### src/rtl/soc_slave_arbiter.sv
`default_nettype none
// ============================================================================
// Module   : soc_slave_arbiter
// Purpose  : Transaction-level arbiter that shares one interconnect slave
//            port between three masters. Master 0 is high priority, masters
//            1 and 2 are served round-robin. A grant lasts from acceptance
//            until the slave's ready handshake. A bounded master-0 streak
//            keeps the low-priority masters from starving.
// Ports    : clk      - system clock, rising edge
//            res      - synchronous active-high reset
//            m_req    - per-master request, held until m_done/m_err
//            m_grant  - registered one-hot grant (0 when idle)
//            m_sel    - index of the granted master (0 when idle)
//            m_done   - one-hot completion pulse
//            m_err    - one-hot timeout-abort pulse
//            s_req    - request to the slave
//            s_ready  - slave completes the transaction when s_req=1
//            busy     - a transaction is in progress
// Options  : SOC_ARB_TIMEOUT_EN - enables the TIMEOUT_CYCLES abort timer
// Revision : 1.0 - initial release
// ============================================================================
module soc_slave_arbiter #(
    parameter int MAX_HI_STREAK  = 4,
    parameter int TIMEOUT_CYCLES = 255
) (
    input  logic       clk,
    input  logic       res,
    input  logic [2:0] m_req,
    output logic [2:0] m_grant,
    output logic [1:0] m_sel,
    output logic [2:0] m_done,
    output logic [2:0] m_err,
    output logic       s_req,
    input  logic       s_ready,
    output logic       busy
);

    typedef enum logic [0:0] {
        IDLE = 1'b0,
        BUSY = 1'b1
    } state_t;

    localparam logic [3:0]  c_max_streak   = 4'(MAX_HI_STREAK);
    localparam logic [15:0] c_timeout_last = 16'(TIMEOUT_CYCLES - 1);

    state_t     r_state;
    logic [2:0] r_grant;
    logic [1:0] r_sel;
    logic       r_next_low;   // 0: master 1 preferred next, 1: master 2
    logic [3:0] r_hi_streak;

    state_t     w_state_nxt;
    logic [2:0] w_grant_nxt;
    logic [1:0] w_sel_nxt;
    logic       w_next_low_nxt;
    logic [3:0] w_hi_streak_nxt;
    logic [1:0] w_win;

    logic w_low_req;
    logic w_hi_block;
    logic w_complete;
    logic w_timeout;

    assign busy       = (r_state == BUSY);
    assign s_req      = busy & m_req[r_sel];
    assign w_complete = s_req & s_ready;
    assign w_low_req  = m_req[1] | m_req[2];
    // Master 0 loses its priority once it has used up its streak while a
    // low-priority master is waiting.
    assign w_hi_block = (r_hi_streak == c_max_streak) && w_low_req;

    assign m_grant = r_grant;
    assign m_sel   = r_sel;
    assign m_done  = r_grant & {3{w_complete}};
    assign m_err   = r_grant & {3{w_timeout}};

`ifdef SOC_ARB_TIMEOUT_EN
    logic [15:0] r_timer;

    // Held at zero while idle, so it is zero in the first BUSY cycle.
    always_ff @(posedge clk) begin
        if (res) begin
            r_timer <= 16'd0;
        end else if (r_state == IDLE) begin
            r_timer <= 16'd0;
        end else begin
            r_timer <= r_timer + 16'd1;
        end
    end

    // A completion in the timeout cycle takes precedence over the abort;
    // a withdrawn request (s_req low) never aborts.
    assign w_timeout = s_req && !s_ready && (r_timer == c_timeout_last);
`else
    logic w_unused_timeout_cfg;
    assign w_unused_timeout_cfg = ^c_timeout_last;
    assign w_timeout            = 1'b0;
`endif

    always_comb begin
        w_state_nxt     = r_state;
        w_grant_nxt     = r_grant;
        w_sel_nxt       = r_sel;
        w_next_low_nxt  = r_next_low;
        w_hi_streak_nxt = r_hi_streak;
        w_win           = 2'd0;

        if (r_state == IDLE) begin
            if (m_req != 3'b000) begin
                if (m_req[0] && !w_hi_block) begin
                    w_win = 2'd0;
                    // Not blocked with a low request pending implies the
                    // streak is below the limit, so this saturates.
                    if (w_low_req) begin
                        w_hi_streak_nxt = r_hi_streak + 4'd1;
                    end
                end else if (m_req[1] && m_req[2]) begin
                    w_win           = r_next_low ? 2'd2 : 2'd1;
                    w_next_low_nxt  = ~r_next_low;
                    w_hi_streak_nxt = 4'd0;
                end else if (m_req[1]) begin
                    w_win           = 2'd1;
                    w_next_low_nxt  = 1'b1;
                    w_hi_streak_nxt = 4'd0;
                end else begin
                    w_win           = 2'd2;
                    w_next_low_nxt  = 1'b0;
                    w_hi_streak_nxt = 4'd0;
                end
                w_state_nxt = BUSY;
                w_grant_nxt = 3'b001 << w_win;
                w_sel_nxt   = w_win;
            end
        end else begin
            // Completion, abort or withdrawal all end the transaction.
            if (w_complete || !s_req || w_timeout) begin
                w_state_nxt = IDLE;
                w_grant_nxt = 3'b000;
                w_sel_nxt   = 2'd0;
            end
        end
    end

    always_ff @(posedge clk) begin
        if (res) begin
            r_state     <= IDLE;
            r_grant     <= 3'b000;
            r_sel       <= 2'd0;
            r_next_low  <= 1'b0;
            r_hi_streak <= 4'd0;
        end else begin
            r_state     <= w_state_nxt;
            r_grant     <= w_grant_nxt;
            r_sel       <= w_sel_nxt;
            r_next_low  <= w_next_low_nxt;
            r_hi_streak <= w_hi_streak_nxt;
        end
    end

endmodule
`default_nettype wire

### config.mk
export PLATFORM = sky130hd
export DESIGN_NAME = soc_slave_arbiter
export DESIGN_NICKNAME = d
export VERILOG_FILES = /design/src/rtl/soc_slave_arbiter.sv
export SDC_FILE = /design/constraint.sdc
export NUM_CORES = 1
export LEC_CHECK = 0
export CAP_MARGIN = 5
export CORE_MARGIN = 3
export CORE_UTILIZATION = 30
export CTS_BUF_LIST = sky130_fd_sc_hd__clkbuf_4 sky130_fd_sc_hd__clkbuf_8 sky130_fd_sc_hd__clkbuf_16
export DETAILED_ROUTE_END_ITERATION = 10
export HOLD_SLACK_MARGIN = 0.03
export PLACE_DENSITY = 0.67
export SLEW_MARGIN = 0
export SYNTH_ARGS = -nofsm -noshare
export SYNTH_HDL_FRONTEND = slang
export SYNTH_SLANG_ARGS = --single-unit
### constraint.sdc
create_clock -name clk -period 3.6 [get_ports clk]
set_clock_uncertainty 0.15 [all_clocks]
set_input_delay 0.36 -clock clk [delete_from_list [all_inputs] [get_ports clk]]
set_output_delay 0.36 -clock clk [all_outputs]
set_load 0.05 [all_outputs]
Word-level counts from Yosys, hierarchy flattened
Cells that the tools add are included.

Shift-type cells: 1. $mul: 0. Eq/ne operators: 3. Add/sub/neg operators: 1. Bitwise operators: 7. Divide/modulo/power cells: 0. Reduce and logical (&&, ||, !) cells: 11. Magnitude comparators: 1. Mux-type cells: 21.

Operators by type and width (number): $mux W2 (9); $mux W3 (3); $mux W4 (2); $mux W1 (6); $reduce_and A3 Y1 (2); $add A4 B1 Y4 const B (1); $eq A4 B3 Y1 const B (1); $and A3 B3 Y3 (1); $logic_and A1 B1 Y1 (3); $lt A2 B3 Y1 const B (1); $not A1 Y1 (3); $reduce_bool A3 Y1 (1); $shl A1 B2 Y3 const A (1); $and A1 B1 Y1 (2); $bmux W1 S2 (1); $logic_not A1 Y1 (2); $ne A2 B1 Y1 const B (1); $ne A2 B2 Y1 const B (1); $reduce_and A2 Y1 (1); $reduce_bool A2 Y1 (1); $logic_or A1 B1 Y1 (1); $or A1 B1 Y1 (1).

Bits in read-only memories: 0. Latch bits: 0. Memories: 0. Flip-flop bits (word level): 11. Output and inout port bits: 13. Bits in writable memories: 0.

Longest topological paths before layout
Gate-level depths: netlist (run 1).

Word-level depth: 10. Mapped depth: 6. Gate-level depth less buffers: 6.

Worst setup path after synthesis (run 1)
No wires, ideal clock.

Kind: register to output. From: register r_sel[1], in the netlist m_sel[1]. To: output port m_done[0]. Arrival time: 1.788 ns. Stages on the path, launching flop included: 5. Path buffers: 0. Slack: 1.302 ns. Cell sequence: dfxtp_1 > mux2i_1 > mux2i_1 > and2_4 > and3_1.

Cells in the longest elaborated chain, start to end: 5.

Ends and longest elaborated chain: start: declaration (RTL line 48) `logic [1:0] r_sel;`; start signal: assignment (RTL line 154) `r_sel <= w_sel_nxt;`; $bmux W1 S2 (RTL line 65) `assign s_req = busy & m_req[r_sel];`; $mux W1 (not written as such) (RTL line 65); $and A1 B1 Y1 (RTL line 65); named net s_req (RTL line 33) `output logic s_req,`; $and A1 B1 Y1 (RTL line 66) `assign w_complete = s_req & s_ready;`; $and A3 B3 Y3 (RTL line 74) `assign m_done = r_grant & {3{w_complete}};`; end: declaration (RTL line 31) `output logic [2:0] m_done,`.

The timed path passes the listed nets, and every way through them passes these cells. The select of a mux whose other input is x is not followed.

Final worst setup path (run 1)
From: input port m_req[1]. To: output port m_done[0].

Cells in the longest elaborated chain, start to end: 5.

Ends and longest elaborated chain: start: declaration (RTL line 28) `input logic [2:0] m_req,`; $bmux W1 S2 (RTL line 65); $mux W1 (not written as such) (RTL line 65); $and A1 B1 Y1 (RTL line 65); $and A1 B1 Y1 (RTL line 66); $and A3 B3 Y3 (RTL line 74).

No other way between the ends. The select of a mux whose other input is x is not followed.

==> impl_results.md, run 1 <==
* WP data arrival at around 2.5 ns
* #FFs+latches synth at 11
* Initial antenna violation count at 0
* Clock Latency Late Sink at roughly 0.26 ns
* Root Driver: clkbuf_4
* RSZ-0062 raised after global routing: false
* CP Launch Type: primary input
* Fin Setup TNS at 0 ns
* Largest net degree at the start of global routing at 10
* Hold depth at 2
* Post-DP HPWL at roughly 980 um
* Post-CTS setup repair buffer count at 0
* Final-report max-slew violation count at 0
* Vias in the first global route at around 460
* CTS max path bufs at 2
* Die height at about 50 um
* Cell Pwr Density at around 380 mW/mm^2
* CTS tree: yes
* Critical R2R Launch: r_hi_streak[0]
* Starting DRT DRC Count at 7
* DRC violations left at 0
* Cell Area, Synth at slightly below 600 sq um
* Worst setup path class: in2out
* Slew HR at between 60% and 70%
* Starting density of the core at between 30 and 40%
* Hold Crit Start: r_next_low
* Total CTS buffers at 3
* Worst Setup SP: m_req[1]
* H-tree Lvls at 1
* Top cells by area, synth: dfxtp_1, and3_1, ha_1
* Avg WL per Cell at about 11 um
* Hold Crit Class: reg2reg
* Seq/Total Area, Yosys at 37.8%
* Clock sinks at 11
* Post-synth cell types at 31
* PnR Total Power at just under 0.3 mW
* CP endpoint kind: output pin
* WL final at about 1200 um
* CP max FO at 7
* Area Growth Syn to Fin at 33.7%
* Ys Warns at 0
* CTS resizes at 0
* Min Tclk post-route at approximately 3.0 ns
* Maxcap violations at 0
* R2R depth at 6
* Layout Nets at 95
* Final Wtd Congestion at around 0.79
* Fill cell count at between 150 and 200
* Detailed Routing Iterations Pass 1 at 4
* Maximum vdd drop at approximately 230 uV
* First-pass GRT wire length at about 2000 um
* Setup violators final at 0
* Critical path required time at roughly 3.1 ns
* Post-DRT Antenna Nets at 0
* Slew @ Worst Pin at 0.508 ns
* GRT Total Usage at 10.7%
* Global route overflow at 0
* Outcome: finished, final reports clean
* Most frequent cells in the layout: clkdlybuf4s50_1, dfxtp_1, nor2_1
* Cell Rows at 15
* Commonest non-fill, non-tap cell in the layout: clkdlybuf4s50_1
* Clock-pin slew on the worst setup and hold paths at around 0.07 ns
* Leak Pwr at approximately 0.32 nW
* Via density at between 4 and 5
* Post-synth top area cell: dfxtp_1
* Fmax at roughly 0.33 GHz
* Core outline area at around 0.0018 sq mm
* Layout cells sized above 1 at between 10% and 20%
* Avg Inst Size Synth at ~8.6 sq um
* Die X at approximately 50 um
* Mapped Cells at between 60 and 70
* I/O Buffers at 15
* DIE AREA at ~0.0025 sq mm
* # IOs at 19
* Vias at just over 500
* Synth top area share at 37.8%
* Fin. Hold Viols at 0
* Hold buffer count at cts at 0
* Final Cycle Share at between 80% and 90%
* N_diodes at 0
## sequential cells by signal (all words and copies together) (netlist names)
| signal | cells |
|---|---|
| r_hi_streak | 4 |
| m_grant | 3 |
| m_sel | 2 |
| busy | 1 |
| r_next_low | 1 |
## per-stage QoR
step           worst slack (ns)  hold WS (ns)  instances  util, %  instance area [sq um]
2_1_floorplan              1.30         0.279         70        -                    591
3_3_place_gp              0.672         0.335        107     42.0                    749
3_5_place_dp              0.605         0.340        107     42.0                    749
4_1_cts                   0.595         0.351        111     43.7                    779
5_1_grt                   0.481         0.393        111     43.7                    779
6_report                  0.591         0.349        111     43.7                    779
## final timing paths
path | endpoint | slack [ns]
worst max-delay path | m_done[0] | 0.59
worst min register to register | r_next_low | 0.35
worst max register to register | m_sel[1] | 2.10
worst min-delay path | r_next_low | 0.35
## cell families after synthesis
| logic type | share of synthesized area [%] |
|---|---|
| AND/OR/NAND/NOR | 23.4 |
| AO/OA/AOI/OAI | 19.5 |
| flip-flops | 37.8 |
| buffers and inverters | 6.44 |
| XOR/XNOR | 4.51 |
| adder cells (fa/ha/maj) | 4.29 |
| multiplexers | 3.43 |
| other | 0.643 |
## area by class of cell
class | count | area (sq um) | share of cell area [%]
Sequential cell | 11 | 220 | 28.3
Clock buffer | 4 | 30.0 | 3.85
Timing Repair Buffer | 15 | 150 | 19.3
Multi-Input combinational cell | 52 | 333 | 42.7
Inverter | 4 | 15.0 | 1.93
Tap cell | 25 | 31.3 | 4.01
## cell usage after synthesis (all sizes together)
cell	instances
and3	5
o21a	1
nand2b	1
ha	2
a21o	2
nor2b	2
o2bb2ai	1
mux2i	2
nand3	1
and2	1
buf	3
a21oi	4
conb	1
nor3	1
dfxtp	11
a21boi	1
o21ai	4
a31o	2
xor2	2
xnor2	1
o21ba	1
nor4	1
inv	4
o22ai	1
nand4	1
and2b	1
nand2	4
nor2	6
nand3b	1
## power by group
group / switching (mW) / internal (mW)
clock: 0.0403 / 0.0504
sequential: 0.00748 / 0.128
combinational: 0.0447 / 0.0268
total: 0.0925 / 0.206
## critical path: stages
cell and delay, ns:
clkdlybuf4s50_1 0.59, nand2b_1 0.10, mux2i_1 0.27, and2_4 0.21, and3_1 0.15, clkdlybuf4s50_1 0.81
## routing by layer
| layer | up-vias | track usage, % | share of wire (%) |
|---|---|---|---|
| met4 | 0 | 2.30 | 0 |
| met2 | 25 | 15.2 | 41 |
| met3 | 0 | 5.14 | 10 |
| met5 | - | 0 | 0 |
| li1 | 266 | - | - |
| met1 | 226 | 14.5 | 49 |
Note: power is estimated with default switching activity, not from simulation.
==> inputs of run 2 (changes only) <==
--- a/config.mk
+++ b/config.mk
@@ -11,7 +11,7 @@
 export CTS_BUF_LIST = sky130_fd_sc_hd__clkbuf_4 sky130_fd_sc_hd__clkbuf_8 sky130_fd_sc_hd__clkbuf_16
 export DETAILED_ROUTE_END_ITERATION = 10
 export HOLD_SLACK_MARGIN = 0.03
-export PLACE_DENSITY = 0.67
+export PLACE_DENSITY = 0.69
 export SLEW_MARGIN = 0
 export SYNTH_ARGS = -nofsm -noshare
 export SYNTH_HDL_FRONTEND = slang
==> constraint.sdc (replaced) <==
create_clock -name clk -period 2.5 [get_ports clk]
set_clock_uncertainty 0.15 [all_clocks]
set_input_delay 0.25 -clock clk [delete_from_list [all_inputs] [get_ports clk]]
set_output_delay 0.25 -clock clk [all_outputs]
set_load 0.05 [all_outputs]
==> run 2 against run 1 <==
Critical path depth stayed put. Via count is 2.3% higher. First-iteration DRC count stayed put. Critical endpoint is now m_done[2]. Largest cell class unchanged.
==> impl_results.md, run 2 (synthesis results as in run 1) <==
* Clock share of power at 31.0%
* Psw at roughly 0.14 mW
* Combinational Power Share at approximately 25%
* Cell Rows at 15
* N_diodes at 0
* Slew HR at ~67%
* WP data arrival at 1.89 ns
* Starting density of the core at 32.7%
* Most frequent cells in the layout: dfxtp_1, clkdlybuf4s50_1, nor2_1
* Setup crit end: m_done[2]
* Detailed Routing Iterations Pass 1 at 4
* Sequential share of power at 44.5%
* Reg-to-reg slack, setup at just under 1 ns
* Fill cell count at 182
* RSZ-0062 raised after global routing: false
* Hold Crit Class: reg2reg
* Outcome: finished, final reports clean
* Layout Nets at 95
* Via density at around 4.8
* Critical R2R Launch: m_sel[1]
* DIE AREA at 0.00251 sq mm
* Sequential cell area at around 220 sq um
* Final Wtd Congestion at 0.798
* CP Launch Type: primary input
* R2R depth at 4
* # IOs at 19
* Global route overflow at 0
* Placement Setup Slack at around 0.27 ns
* Core outline area at 0.00178 sq mm
* Placed cells at roughly 110
* Fin. Hold Viols at 0
* Avg WL per Cell at 11.4 um
* Die X at around 50 um
* Vias in the first global route at between 400 and 500
* Final setup margin at about 0.21 ns
* Crit-path cells: clkdlybuf4s50_1 -> nand2b_1 -> mux2i_1 -> and2_4 -> and3_1 -> buf_12
* Cell Pwr Density at 535 mW/mm^2
* Hold buffer count at cts at 0
* Starting DRT DRC Count at 7
* Critical path required time at 2.10 ns
* GRT Total Usage at 11.7%
* CTS max path bufs at 2
* First-pass GRT wire length at approximately 2200 um
* Delay-heaviest family, CP: buffers and inverters
* WL final at roughly 1300 um
* Clock-pin slew on the worst setup and hold paths at about 0.070 ns
* Sw frac at a little under a third
* Final-report max-slew violation count at 0
* Layout cells sized above 1 at roughly 17%
* RR Endpoint: m_grant[2]
* Leak Pwr at about 0.34 nW
* Hold Slack at between 0.3 and 0.4 ns
* Multi-input combinational cell area at around 330 sq um
* I/O Buffers at 15
* Top reg by flops: r_hi_streak
* Setup violators final at 0
* Worst path max stage delay at 0.59 ns
* Die height at around 50 um
* Initial antenna violation count at 0
* Post-DP HPWL at 983 um
* Vias at approximately 530
* Final Cycle Share at about nine tenths
* Maximum vdd drop at 268 uV
* Post-DRT Antenna Nets at 0
* Worst Setup SP: m_req[1]
* Total CTS buffers at 3
* Clock Latency Late Sink at approximately 0.27 ns
* Min Tclk post-route at 2.29 ns
* Fin Setup TNS at 0 ns
* Levels on crit path at 6
* H-tree Lvls at 1
* Worst setup path class: in2out
* Slowest cell on the critical path: clkdlybuf4s50_1
* Post-CTS setup repair buffer count at 0
* CTS tree: yes
* P_int at 0.299 mW
* Root Driver: clkbuf_4
* CP bufs+invs at 2
* Maxcap violations at 0
* Fmax at roughly 0.44 GHz
* Area Growth Syn to Fin at 40.6%
* Slew @ Worst Pin at 0.496 ns
* Largest net degree at the start of global routing at 10
* CP endpoint kind: output pin
* DRC violations left at 0
* Non-filler cells, final at 111
* Max reg flops at 4
* Clock sinks at 11
* CTS resizes at 0
* CP max FO at 7
==> run 2: cell count changes in the layout (fill, tap and decap cells not counted), sizes merged <==
cell           before  now
buf                 0    4
clkdlybuf4s50      15   11
==> run 2: stage by stage <==
step / util (%) / power (mW) / area [sq um]
floorplan: - / 0.271 / 591
global placement: 44.3 / 0.305 / 790
detailed placement: 44.3 / 0.307 / 790
CTS: 46.0 / 0.444 / 820
global route: 46.0 / 0.465 / 820
finish: 46.0 / 0.438 / 820
==> run 2: worst min-delay path by stage <==
stage | start | to | slack (ns) | depth (start not counted)
6_report | r_next_low | r_next_low | 0.35 | 2
3_3_place_gp | r_next_low | r_next_low | 0.34 | 2
5_1_grt | r_next_low | r_next_low | 0.37 | 2
2_1_floorplan | res | m_sel[0] | 0.17 | 1
4_1_cts | r_next_low | r_next_low | 0.35 | 2
3_5_place_dp | r_next_low | r_next_low | 0.34 | 2
==> run 2: area by class of cell <==
class | instances | area share (%)
timing repair buffer | 15 | 23.2
tap | 25 | 3.82
sequential | 11 | 26.9
inverter | 4 | 1.83
clock buffer | 4 | 3.66
multi-input combinational | 52 | 40.6
==> run 2: power groups by stage <==
stage	clock network, mW	logic [mW]	registers (mW)
CTS	0.141	0.108	0.195
floorplan	0	0.0559	0.215
global placement	0	0.106	0.199
detailed placement	0	0.107	0.199
finish	0.136	0.107	0.195
global route	0.152	0.116	0.197
==> run 2: worst reg2reg max path: cells and delay by family (launching register included) <==
family         cells  cell delay, ns
flip-flops         1            0.41
AO/OA/AOI/OAI      2            0.49
multiplexers       2            0.37
==> run 2: per-layer routing <==
layer	track usage [%]	routed length [um]	part of all wire [%]
met5	0	0	0
met4	11.1	52	4.1
met3	2.72	61	4.8
met2	16.7	559	44
met1	13.9	595	47
==> inputs of run 3 (changes only) <==
--- a/config.mk
+++ b/config.mk
@@ -6,6 +6,7 @@
 export NUM_CORES = 1
 export LEC_CHECK = 0
 export CAP_MARGIN = 5
+export CORE_ASPECT_RATIO = 0.75
 export CORE_MARGIN = 3
 export CORE_UTILIZATION = 30
 export CTS_BUF_LIST = sky130_fd_sc_hd__clkbuf_4 sky130_fd_sc_hd__clkbuf_8 sky130_fd_sc_hd__clkbuf_16
==> run 3 against run 2 <==
Sequential share of layout area is 0.12 points higher. Critical path depth unchanged. Combinational power hardly changed. Via count increased by 0.57%. Worst hold slack about the same. First-iteration DRC count unchanged. Register-to-register slack about the same. Critical endpoint is now m_done[0]. Largest power group unchanged.
==> impl_results.md, run 3 (synthesis results as in run 1) <==
* Area Growth Syn to Fin at 39.9%
* CP bufs+invs at 2
* I/O Buffers at 15
* DIE AREA at around 0.0025 sq mm
* Core outline area at 0.00179 sq mm
* # IOs at 19
* Final Wtd Congestion at 0.729
* Cell Pwr Density at 533 mW/mm^2
* Hold Slack at about 0.35 ns
* Starting density of the core at about a third
* Fmax at roughly 0.45 GHz
* Initial antenna violation count at 0
* Area after DPL at 786 sq um
* Maximum vdd drop at a little under 300 uV
* Worst setup path class: in2out
* PnR Total Power at about 0.43 mW
* Root Driver: clkbuf_4
* RSZ-0062 raised after global routing: false
* Global route overflow at 0
* Clock-pin slew on the worst setup and hold paths at roughly 0.060 ns
* Die height at between 40 and 50 um
* CTS resizes at 0
* Vias at ~530
* Setup violators final at 0
* Crit path top cell by count: mux2i_1
* Final-report max-slew violation count at 0
* CTS tree: yes
* Total CTS buffers at 3
* Fin. Hold Viols at 0
* Post-DRT Antenna Nets at 0
* Avg WL per Cell at approximately 12 um
* N_diodes at 0
* Fin Setup TNS at 0 ns
* Starting DRT DRC Count at 7
* Critical path required time at roughly 2.1 ns
* CP max FO at 7
* Slowest cell on the critical path: clkdlybuf4s50_1
* CP endpoint kind: output pin
* Via density at slightly below 5
* Leak Pwr at between 0.3 and 0.4 nW
* WL final at 1270 um
* Final Cycle Share at between 80% and 90%
* DRC violations left at 0
* Cell Rows at 13
* WP data arrival at 1.81 ns
* Layout Nets at 95
* CP Launch Type: primary input
* Crit-path cells: clkdlybuf4s50_1 -> mux2i_1 -> mux2i_1 -> and2_4 -> and3_1 -> buf_12
* Hold buffer count at cts at 0
* Post-DP HPWL at 1000 um
* Hold Crit Class: reg2reg
* Largest net degree at the start of global routing at 10
* Layout cells sized above 1 at 17.4%
* Vias in the first global route at 514
* Detailed Routing Iterations Pass 1 at 4
* Max reg flops at 4
* Top reg by flops: r_hi_streak
* Worst path max stage delay at around 0.59 ns
* Min Tclk post-route at approximately 2.2 ns
* Clock sinks at 11
* Non-filler cells, final at 108
* GRT Total Usage at about an eighth
* Outcome: finished, final reports clean
* H-tree Lvls at 1
* Final instance area at a little over 800 sq um
* Die X at between 50 and 60 um
* CTS max path bufs at 2
* Clock Latency Late Sink at roughly 0.27 ns
* Most frequent cells in the layout: dfxtp_1, clkdlybuf4s50_1, nor2_1
* Delay-heaviest family, CP: buffers and inverters
* Maxcap violations at 0
* Fill cell count at roughly 180
* Placed cells at approximately 100
* Post-CTS setup repair buffer count at 0
* First-pass GRT wire length at between 2000 and 2500 um
run 3: cell counts in the layout (fill, tap and decap cells not counted):
No cell type changed its count.
run 3: tightest hold or removal path, cell delays in order (launching register included):
cell	delay (ns)
dfxtp_1	0.31
inv_1	0.06
o22ai_1	0.08
run 3: area by class of cell:
class	instances	area [sq um]	share of cell area (%)
multi-input combinational	52	333	40.8
inverter	4	15.0	1.84
timing repair buffer	15	190	23.3
tap	22	27.5	3.37
sequential	11	220	27.0
clock buffer	4	30.0	3.68
run 3: power by group:
part           total (mW)  switching, mW  internal, mW
Clock               0.131         0.0582        0.0727
Combinational       0.109         0.0663        0.0422
Sequential          0.196         0.0107         0.185
Total               0.435          0.135         0.300
run 3: worst paths after layout:
path                                      from          to  slack (ns)  depth (start not counted)
worst max-delay path                  m_req[2]   m_done[0]        0.29                          6
worst min-delay path                r_next_low  r_next_low        0.35                          2
worst max register to register  r_hi_streak[0]  m_grant[2]        0.98                          6
worst min register to register      r_next_low  r_next_low        0.35                          2
run 3: stage by stage:
stage	setup slack (ns)	utilization (%)
3_3_place_gp	0.356	43.9
2_1_floorplan	0.312	-
4_1_cts	0.292	45.6
5_1_grt	0.194	45.6
3_5_place_dp	0.290	43.9
6_report	0.287	45.6
run 3: per-layer routing:
metal  GRT usage [%]  vias to the layer above  routed length [um]
li1                -                      267                   -
met1            13.4                      246                 591
met2            18.7                       13                 581
met3            5.54                        6                  69
met4            5.56                        0                  25
met5               0                        -                   0
